--- config.mk ---
export PLATFORM = sky130hd
export DESIGN_NAME = corescore_emitter_uart_buf
export DESIGN_NICKNAME = d
export VERILOG_FILES = /design/src/rtl/corescore_stream_fifo.sv /design/src/rtl/corescore_emitter_uart_buf.sv
export SDC_FILE = /design/constraint.sdc
export NUM_CORES = 1
export LEC_CHECK = 0
export BUFFER_PORTS_ARGS = -buffer_cell sky130_fd_sc_hd__buf_4
export CAP_MARGIN = 20
export CELL_PAD_IN_SITES_DETAIL_PLACEMENT = 1
export CELL_PAD_IN_SITES_GLOBAL_PLACEMENT = 1
export CORE_MARGIN = 2
export CORE_UTILIZATION = 35
export DETAILED_ROUTE_END_ITERATION = 8
export GPL_ROUTABILITY_DRIVEN = 1
export PLACE_DENSITY = 0.64
export SETUP_SLACK_MARGIN = 0.02
export SYNTH_ARGS = -nofsm -noshare
export SYNTH_HDL_FRONTEND = slang
export SYNTH_SLANG_ARGS = --single-unit
--- constraint.sdc ---
create_clock -name i_clk -period 7.9 [get_ports i_clk]
set_input_delay 0.395 -clock i_clk [delete_from_list [all_inputs] [get_ports i_clk]]
set_output_delay 0.395 -clock i_clk [all_outputs]
set_load 0.1 [all_outputs]
--- src/rtl/corescore_stream_fifo.sv ---
// Synchronous FIFO with a separately tracked occupancy count; pointers wrap modulo depth.
// Push is ignored when full and pop is ignored when empty, so the level never over- or under-flows.
module corescore_stream_fifo #(
    parameter int width = 9,
    parameter int aw    = 4
) (
    input  logic             i_clk,
    input  logic             i_rst_n,
    input  logic             i_push,
    input  logic [width-1:0] i_data,
    input  logic             i_pop,
    output logic [width-1:0] o_data,
    output logic [aw:0]      o_level,
    output logic             o_full,
    output logic             o_empty
);
    localparam int DEPTH = 1 << aw;
    typedef logic [aw:0]   lvl_t;
    typedef logic [aw-1:0] ptr_t;

    logic [width-1:0] mem_q [DEPTH];
    ptr_t wr_ptr_q, wr_ptr_d;
    ptr_t rd_ptr_q, rd_ptr_d;
    lvl_t level_q, level_d;
    logic push_ok, pop_ok;

    assign o_full  = (level_q == lvl_t'(DEPTH));
    assign o_empty = (level_q == '0);
    assign o_level = level_q;
    assign o_data  = mem_q[rd_ptr_q];

    always_comb begin
        push_ok  = i_push && !o_full;
        pop_ok   = i_pop && !o_empty;
        wr_ptr_d = wr_ptr_q + ptr_t'(push_ok);
        rd_ptr_d = rd_ptr_q + ptr_t'(pop_ok);
        level_d  = level_q + lvl_t'(push_ok) - lvl_t'(pop_ok);
    end

    always_ff @(posedge i_clk) begin
        if (!i_rst_n) begin
            wr_ptr_q <= '0;
            rd_ptr_q <= '0;
            level_q  <= '0;
        end else begin
            wr_ptr_q <= wr_ptr_d;
            rd_ptr_q <= rd_ptr_d;
            level_q  <= level_d;
        end
    end

    // Storage needs no reset: an entry is only read after it has been written.
    always_ff @(posedge i_clk) begin
        if (push_ok) begin
            mem_q[wr_ptr_q] <= i_data;
        end
    end
endmodule

--- src/rtl/corescore_emitter_uart_buf.sv ---
// Buffered 8N1 UART emitter for the corescore byte stream, with optional CR LF after each
// message-final byte. Frames run back to back whenever there is something left to send.
module corescore_emitter_uart_buf #(
    parameter int clk_freq_hz     = 12_500_000,
    parameter int baud_rate       = 57600,
    parameter int fifo_aw         = 4,
    parameter int newline_on_last = 1
) (
    input  logic             i_clk,
    input  logic             i_rst_n,
    input  logic [7:0]       i_data,
    input  logic             i_last,
    input  logic             i_valid,
    output logic             o_ready,
    output logic             o_uart_tx,
    output logic [fifo_aw:0] o_level,
    output logic             o_busy
);
    localparam int         DIV        = clk_freq_hz / baud_rate;
    localparam int         CNT_W      = (DIV > 1) ? $clog2(DIV) : 1;
    localparam int         FRAME_BITS = 10;
    localparam logic [7:0] CR         = 8'h0D;
    localparam logic [7:0] LF         = 8'h0A;
    localparam bit         NL_EN      = (newline_on_last != 0);

    generate
        if (DIV < 2) begin : g_div_check
            $error("corescore_emitter_uart_buf: clk_freq_hz / baud_rate must be at least 2");
        end
    endgenerate

    typedef logic [CNT_W-1:0] baud_t;
    localparam baud_t      BAUD_LAST = baud_t'(DIV - 1);
    localparam logic [3:0] BIT_LAST  = 4'(FRAME_BITS - 1);

    typedef enum logic [1:0] {ST_IDLE, ST_DATA, ST_CR, ST_LF} state_t;

    state_t      state_q, state_d;
    logic [9:0]  shreg_q, shreg_d;
    baud_t       baud_q, baud_d;
    logic [3:0]  bit_q, bit_d;
    logic        last_q, last_d;
    logic        tx_q, tx_d;
    logic        run_q;
    logic        push, pop, load;
    logic [7:0]  load_byte;
    logic [8:0]  fifo_rd;
    logic        fifo_full, fifo_empty;
    logic [fifo_aw:0] fifo_level;

    corescore_stream_fifo #(
        .width (9),
        .aw    (fifo_aw)
    ) u_fifo (
        .i_clk   (i_clk),
        .i_rst_n (i_rst_n),
        .i_push  (push),
        .i_data  ({i_last, i_data}),
        .i_pop   (pop),
        .o_data  (fifo_rd),
        .o_level (fifo_level),
        .o_full  (fifo_full),
        .o_empty (fifo_empty)
    );

    // run_q holds o_ready low during reset even though the cleared level reads as empty.
    assign o_ready   = run_q && !fifo_full;
    assign push      = i_valid && o_ready;
    assign o_uart_tx = tx_q;
    assign o_level   = fifo_level;
    assign o_busy    = (state_q != ST_IDLE) || (fifo_level != '0);

    always_comb begin
        state_d   = state_q;
        shreg_d   = shreg_q;
        baud_d    = baud_q;
        bit_d     = bit_q;
        last_d    = last_q;
        pop       = 1'b0;
        load      = 1'b0;
        load_byte = fifo_rd[7:0];
        tx_d      = (state_q == ST_IDLE) ? 1'b1 : shreg_q[0];

        if (state_q == ST_IDLE) begin
            if (!fifo_empty) begin
                pop     = 1'b1;
                load    = 1'b1;
                last_d  = fifo_rd[8];
                state_d = ST_DATA;
            end
        end else if (baud_q != BAUD_LAST) begin
            baud_d = baud_q + 1'b1;
        end else if (bit_q != BIT_LAST) begin
            baud_d  = '0;
            bit_d   = bit_q + 4'd1;
            shreg_d = {1'b1, shreg_q[9:1]};
        end else if (state_q == ST_CR) begin
            load      = 1'b1;
            load_byte = LF;
            state_d   = ST_LF;
        end else if (state_q == ST_DATA && last_q && NL_EN) begin
            load      = 1'b1;
            load_byte = CR;
            state_d   = ST_CR;
        end else if (!fifo_empty) begin
            // Chain straight into the next queued byte so the stop bit is followed by a start bit.
            pop     = 1'b1;
            load    = 1'b1;
            last_d  = fifo_rd[8];
            state_d = ST_DATA;
        end else begin
            state_d = ST_IDLE;
        end

        if (load) begin
            shreg_d = {1'b1, load_byte, 1'b0};
            baud_d  = '0;
            bit_d   = '0;
        end
    end

    always_ff @(posedge i_clk) begin
        if (!i_rst_n) begin
            state_q <= ST_IDLE;
            shreg_q <= '1;
            baud_q  <= '0;
            bit_q   <= '0;
            last_q  <= 1'b0;
            tx_q    <= 1'b1;
            run_q   <= 1'b0;
        end else begin
            state_q <= state_d;
            shreg_q <= shreg_d;
            baud_q  <= baud_d;
            bit_q   <= bit_d;
            last_q  <= last_d;
            tx_q    <= tx_d;
            run_q   <= 1'b1;
        end
    end
endmodule
==> metrics, run 1 <==
share of cells above drive strength 1=22.3%; most common cell after layout, fill and taps aside=edfxtp_1; Design Area, Final=between 8000 and 9000 µm²; pre-CTS setup slack=about 4.6 ns; period utilization=42.3%; PortBufs=19; first-pass GRT wire length=between 20 and 30 mm; post-synthesis sequential area ratio=between 60% and 70%; fmax=300 MHz; Root Driver=clkbuf_16; ant diodes=0; post-CTS setup buffer count=0; DP Area=about 8000 µm²; GP Congestion=between 0.7 and 0.8; CTS Hold Bufs=0; Total GRT Usage=16.3%; final net count=520; static leakage=between 2 and 3 nW; TritonCTS clock tree=built; Clk pwr share=~32%; sw power=~0.84 mW; EDFF count, synth=144; area grow syn2layout=14.9%; drt total wl=~17 mm; slowest stage delay, CP=~0.54 ns; area fraction of the dominant cell type after synthesis=57.1%; crit path max fanout=9; Synth Cell Area=between 7000 and 8000 µm²; asr flop ratio synth=0%; Max-Cap Viols=0; Resized cells post-CTS=0; GRT overflow=0; Comb pwr share=25.5%; status=completed; die area=between 20,000 and 25,000 µm²; worst reg2reg setup slack=4.56 ns; FP Rows=53; P_int=between 1.5 and 2 mW; RSZ-0062 raised after global routing=no; final total power=approximately 2.6 mW; setup ws final=around 4.6 ns; mean area per synthesized cell=about 17 µm²; # clock sinks=roughly 180; Hold Fails Final Rpt=0; Slew HR=32.3%; Tmin final=around 3.3 ns; Via Count=4,053; CTS Buf Count=17; CP Data Arrival Time=3.67 ns; commonest cells after routing, fill and taps aside=144 x edfxtp_1, 38 x dfxtp_1, 35 x buf_4; Netlist cell types=64; top cells by area, synth=edfxtp_1 57%, dfxtp_1 10%, mux4_2 8.6%; yosys warns=0; worst-skew pair later-pin latency=around 0.44 ns; Setup crit end kind=register; Initial DRC Count=approximately 240; Routed WL per cell=between 20 and 25 µm; Hold WC Path Type=input port to register; Pwr Density=302 nW/µm²; pin count of the biggest net entering global routing=39; Synth Flop Type=edfxtp_1; Worst VDD drop=around 0.19 mV; CTS clock-pin slew for the worst setup and hold paths=0.07 ns; WP data required=slightly above 8 ns; startpoint types=register; Switching Share=about a third; Setup-failing EPs final=0; core area=roughly 21,000 µm²; Slew Limit Fails=0; Syn Inst Count=456; initial antenna violation count=1; CP most frequent cell=inv_1; drt via density=5.19; Worst Skew=roughly 0.015 ns; Final ANT Viol Nets=0; DRT Pass-1 Iters=5; Syn Nets=around 480; Initial Util=approximately 36%; number of global-route vias before repair=4,348; Hold Path Stages=1; hpwl dp=between 10 and 15 mm; TNS Setup=0 ns; htree depth=4; Worst path slowest cell=nor3_2; area leader, netlist=edfxtp_1; post-synthesis sequential element count=approximately 180; reg2reg path depth=15; die width=about 150 µm; Max clock buf depth=2; WS Path Type=register to register; Tightest Pin Transition=1.01 ns; drc violations=0; sequence of cells on the critical path=ha_1 -> nand3b_1 -> nor3_2 -> o2111ai_1 -> inv_1 -> ha_1 -> inv_1 -> ha_1 -> inv_1 -> fa_1 -> inv_1 -> a21oi_1 -> nor2_1 -> o21ai_0 -> and3_1; Seq pwr share=42.6%; Die H=around 150 µm; I/O Pins=20
state kept, by name (all words and copies together) (netlist names), named ones only:
register and count:
bit_q 4, u_fifo.o_level 5, baud_q 8, last_q 1, u_fifo.rd_ptr_q 4, u_fifo.mem_q 144
run_q 1, shreg_q 9, o_uart_tx 1, state_q 1, u_fifo.wr_ptr_q 4
per-stage QoR:
| stage | cells | utilization, % | hold slack, ns |
|---|---|---|---|
| after floorplan | 456 | - | 0.415 |
| after global placement | 746 | 38.2 | 0.429 |
| after detailed placement | 749 | 38.3 | 0.435 |
| after CTS | 781 | 41.2 | 0.229 |
| after global routing | 781 | 41.2 | 0.250 |
| final | 781 | 41.2 | 0.257 |
cell families (layout without fill, tap and decap cells):
group,after synthesis,after routing,synth area share [%]
XOR/XNOR,11,11,1.27
AO/OA/AOI/OAI,41,41,4.05
AND/OR/NAND/NOR,123,123,8.77
adder cells (fa/ha/maj),15,15,2.58
flip-flops,183,183,67.4
multiplexers,46,46,13.7
buffers and inverters,37,87,2.25
final cells by class:
| type | count | area [µm²] |
|---|---|---|
| well taps | 275 | 344 |
| clock inverters | 15 | 171 |
| repair buffers | 38 | 297 |
| multi-input cells | 236 | 2300 |
| fillers | 2077 | 12400 |
| inverters | 17 | 63.8 |
| clock buffers | 17 | 425 |
| flip-flops and latches | 183 | 5110 |
routing by layer:
layer | global-route usage [%] | part of all wire [%]
met1 | 20.6 | 43
met3 | 3.73 | 4.1
met2 | 27.5 | 51
met5 | 0 | 0.076
met4 | 5.70 | 1.2
power groups by stage:
stage               clock network (mW)  logic (mW)  registers [mW]
global placement                     0       0.666            1.14
global route                     0.900       0.732            1.13
CTS                              0.861       0.683            1.12
detailed placement                   0       0.678            1.14
floorplan                            0       0.456            1.21
finish                           0.841       0.669            1.12
cell usage after synthesis (2+ instances only):
| master | count |
|---|---|
| and3_1 | 5 |
| xnor2_1 | 6 |
| a21oi_1 | 8 |
| a211oi_1 | 2 |
| nand2_1 | 23 |
| and2_1 | 12 |
| mux4_2 | 29 |
| clkbuf_1 | 12 |
| mux2_2 | 2 |
| dfxtp_1 | 39 |
| edfxtp_1 | 144 |
| a31o_2 | 2 |
| nor2b_1 | 6 |
| nor4_1 | 2 |
| nor3_1 | 5 |
| nand4_1 | 2 |
| mux4_1 | 13 |
| ha_1 | 14 |
| a21o_1 | 2 |
| mux2i_1 | 2 |
| buf_2 | 3 |
| or2_2 | 2 |
| inv_1 | 16 |
| a221o_1 | 4 |
| nand3b_1 | 7 |
| nand3_1 | 9 |
| buf_1 | 2 |
| nand2b_1 | 5 |
| xor2_1 | 5 |
| o21ai_0 | 7 |
| or3_1 | 3 |
| nor2_1 | 31 |
path summary, 6_finish.rpt:
kind | startpoint | to
worst max-delay path | bit_q[0] | u_fifo.o_level[4]
worst min-delay path | i_rst_n | run_q
worst max register to register | bit_q[0] | u_fifo.o_level[4]
worst min register to register | shreg_q[0] | o_uart_tx
worst max-delay path: cells and delay by family (launching register included):
family | cells | cell delay (ns)
simple gates | 4 | 1.04
fa+ha+maj | 4 | 0.98
buf+inv | 4 | 0.43
flops | 1 | 0.40
compound gates | 3 | 0.37
(Power assumes the default switching activity.)
==> run 2, diff against run 1 <==
--- a/config.mk
+++ b/config.mk
@@ -13,7 +13,7 @@
 export CORE_UTILIZATION = 35
 export DETAILED_ROUTE_END_ITERATION = 8
 export GPL_ROUTABILITY_DRIVEN = 1
-export PLACE_DENSITY = 0.64
+export PLACE_DENSITY = 0.66
 export SETUP_SLACK_MARGIN = 0.02
 export SYNTH_ARGS = -nofsm -noshare
 export SYNTH_HDL_FRONTEND = slang
==> constraint.sdc (replaced) <==
create_clock -name i_clk -period 2.9 [get_ports i_clk]
set_input_delay 0.145 -clock i_clk [delete_from_list [all_inputs] [get_ports i_clk]]
set_output_delay 0.145 -clock i_clk [all_outputs]
set_load 0.1 [all_outputs]
==> run 2 against run 1 <==
  * Non-clock buffer count grew 29
  * Combinational power grew to 3.1 times the previous value
  * Fmax rose by 18%
  * Clock power rose to 2.7 times the previous value
  * Utilization increased by 1.8 points
  * Largest cell class unchanged
==> metrics, run 2 (synthesized netlist as in run 1, its figures left out) <==
Setup crit end kind=register; DP Area=around 8400 µm²; RSZ-0062 raised after global routing=yes; Worst VDD drop=0.458 mV; non-filler cells in the finished layout=810; pin count of the biggest net entering global routing=32; WP data required=3.22 ns; Setup-failing EPs final=0; die area=between 20,000 and 25,000 µm²; DRT Pass-1 Iters=4; # clock sinks=183; Die H=151 µm; initial antenna violation count=0; Pwr Density=824 nW/µm²; Design Area, Final=between 9000 and 10,000 µm²; core area=around 21,000 µm²; status=completed; hpwl dp=11.0 mm; CP Depth=15; Tightest Pin Transition=about 0.65 ns; fmax=355 MHz; setup ws final=0.0811 ns; Tmin final=roughly 2.8 ns; Initial Util=35.8%; Total GRT Usage=15.8%; crit path max fanout=3; worst setup path start=u_fifo.o_level[2]; first-pass GRT wire length=approximately 26 mm; share of cells above drive strength 1=a little under 30%; Hold Fails Final Rpt=0; placed cells=roughly 760; commonest cells after routing, fill and taps aside=144 x edfxtp_1, 57 x buf_4, 33 x dfxtp_1; period utilization=97.2%; htree depth=4; Worst path slowest cell=or4b_4; pre-CTS setup slack=-0.0205 ns; die width=about 150 µm; Via Count=between 4,000 and 5,000; max reg flops=about 140; Reg2Reg Capture Point=u_fifo.o_level[4]; Worst Skew=around 0.011 ns; Max-Cap Viols=0; Slew HR=56.4%; PortBufs=19; worst reg2reg setup slack=between 0.08 and 0.09 ns; Top reg by flops=u_fifo.mem_q; Finished Core Util=~43%; GP Congestion=a little under 0.8; static leakage=~3 nW; CP Data Arrival Time=roughly 3.1 ns; startpoint types=register; sequence of cells on the critical path=inv_4 -> ha_4 -> or4b_4 -> o2111ai_4 -> inv_2 -> ha_4 -> inv_2 -> ha_4 -> inv_2 -> fa_2 -> inv_2 -> a21oi_2 -> nor2_1 -> or3_1 -> and3_1; reg2reg path depth=15; FP Rows=53; biggest regs=u_fifo.mem_q: 144 flops, shreg_q: 9 flops, baud_q: 8 flops; TNS Setup=0 ns; CP most frequent cell=inv_2; CTS clock-pin slew for the worst setup and hold paths=0.08 ns; ant diodes=0; Slew Limit Fails=0; I/O Pins=20; Final ANT Viol Nets=0; number of global-route vias before repair=4,533; final net count=around 550; Setup crit end=u_fifo.o_level[4]; worst-skew pair later-pin latency=between 0.4 and 0.5 ns; Root Driver=clkbuf_16; most common cell after layout, fill and taps aside=edfxtp_1; CTS Buf Count=17; drc violations=0; TritonCTS clock tree=built; GRT overflow=0; Fillers=2,063; Routed WL per cell=about 20 µm; FF-to-FF Start=u_fifo.o_level[2]; Max clock buf depth=2; Initial DRC Count=246; area grow syn2layout=20.1%; Buf/Inv on CP=5; Hold WC Path Type=input port to register; drt total wl=16.6 mm; WS Path Type=register to register; drt via density=~5.2; Worst path top cell family by delay=simple AND/OR/NAND/NOR gates; slowest stage delay, CP=between 0.4 and 0.5 ns
-- run 2: changes by cell type in the layout (fill, tap and decap cells not counted), sizes merged --
cell	before	now
inv	24	22
dlygate4sd3	0	9
clkbuf	17	18
clkinvlp	1	0
buf	38	58
clkinv	7	9
-- run 2: how the worst min path moves through the flow --
stage	startpoint	end	slack [ns]	cells after the start
after floorplan	i_rst_n	run_q	0.17	0
after global placement	i_data[0]	u_fifo.mem_q[15][0]	0.43	1
after detailed placement	i_data[3]	u_fifo.mem_q[8][3]	0.45	1
after CTS	i_data[5]	u_fifo.mem_q[9][5]	0.007	1
after global routing	i_data[5]	u_fifo.mem_q[15][5]	0.02	1
final	i_data[5]	u_fifo.mem_q[15][5]	0.03	1
-- run 2: what timing repair did --
item	4_1_cts	5_1_grt
endpoints found under the setup margin	1	1
hold buffers	9	0
pin swaps	0	4
hold endpoints to repair	103	0
resized for setup	1	2
buffers inserted	2	3
-- run 2: cell type report --
type	instances	area (µm²)	area share, %
Sequential cell	183	5120	56.3
Multi-Input combinational cell	236	2420	26.6
Timing Repair Buffer	67	538	5.91
Clock buffer	18	429	4.72
Tap cell	275	344	3.78
Clock inverter	14	175	1.93
Inverter	17	68.8	0.756
-- run 2: metrics by stage --
step | total power, mW | hold WS (ns)
after floorplan | 4.68 | 0.173
after CTS | 7.54 | 0.00687
after detailed placement | 5.20 | 0.451
after global placement | 5.13 | 0.431
after global routing | 7.87 | 0.0181
final | 7.50 | 0.0283
-- run 2: routing by layer --
layer / wire length [µm] / share of wire, % / vias up / track usage (%)
met5: 0 / 0 / - / 0
met4: 215 / 1.3 / 0 / 5.05
met3: 721 / 4.3 / 14 / 3.43
met2: 8520 / 51 / 74 / 26.7
met1: 7140 / 43 / 2216 / 20.5
li1: - / - / 1923 / -
-- run 2: where the power goes --
part           leakage [nW]  total (mW)  internal [mW]  switching, mW
Clock                 0.292        2.30           1.17           1.13
Combinational          1.15        2.09          0.971           1.11
Sequential             1.62        3.11           2.97          0.136
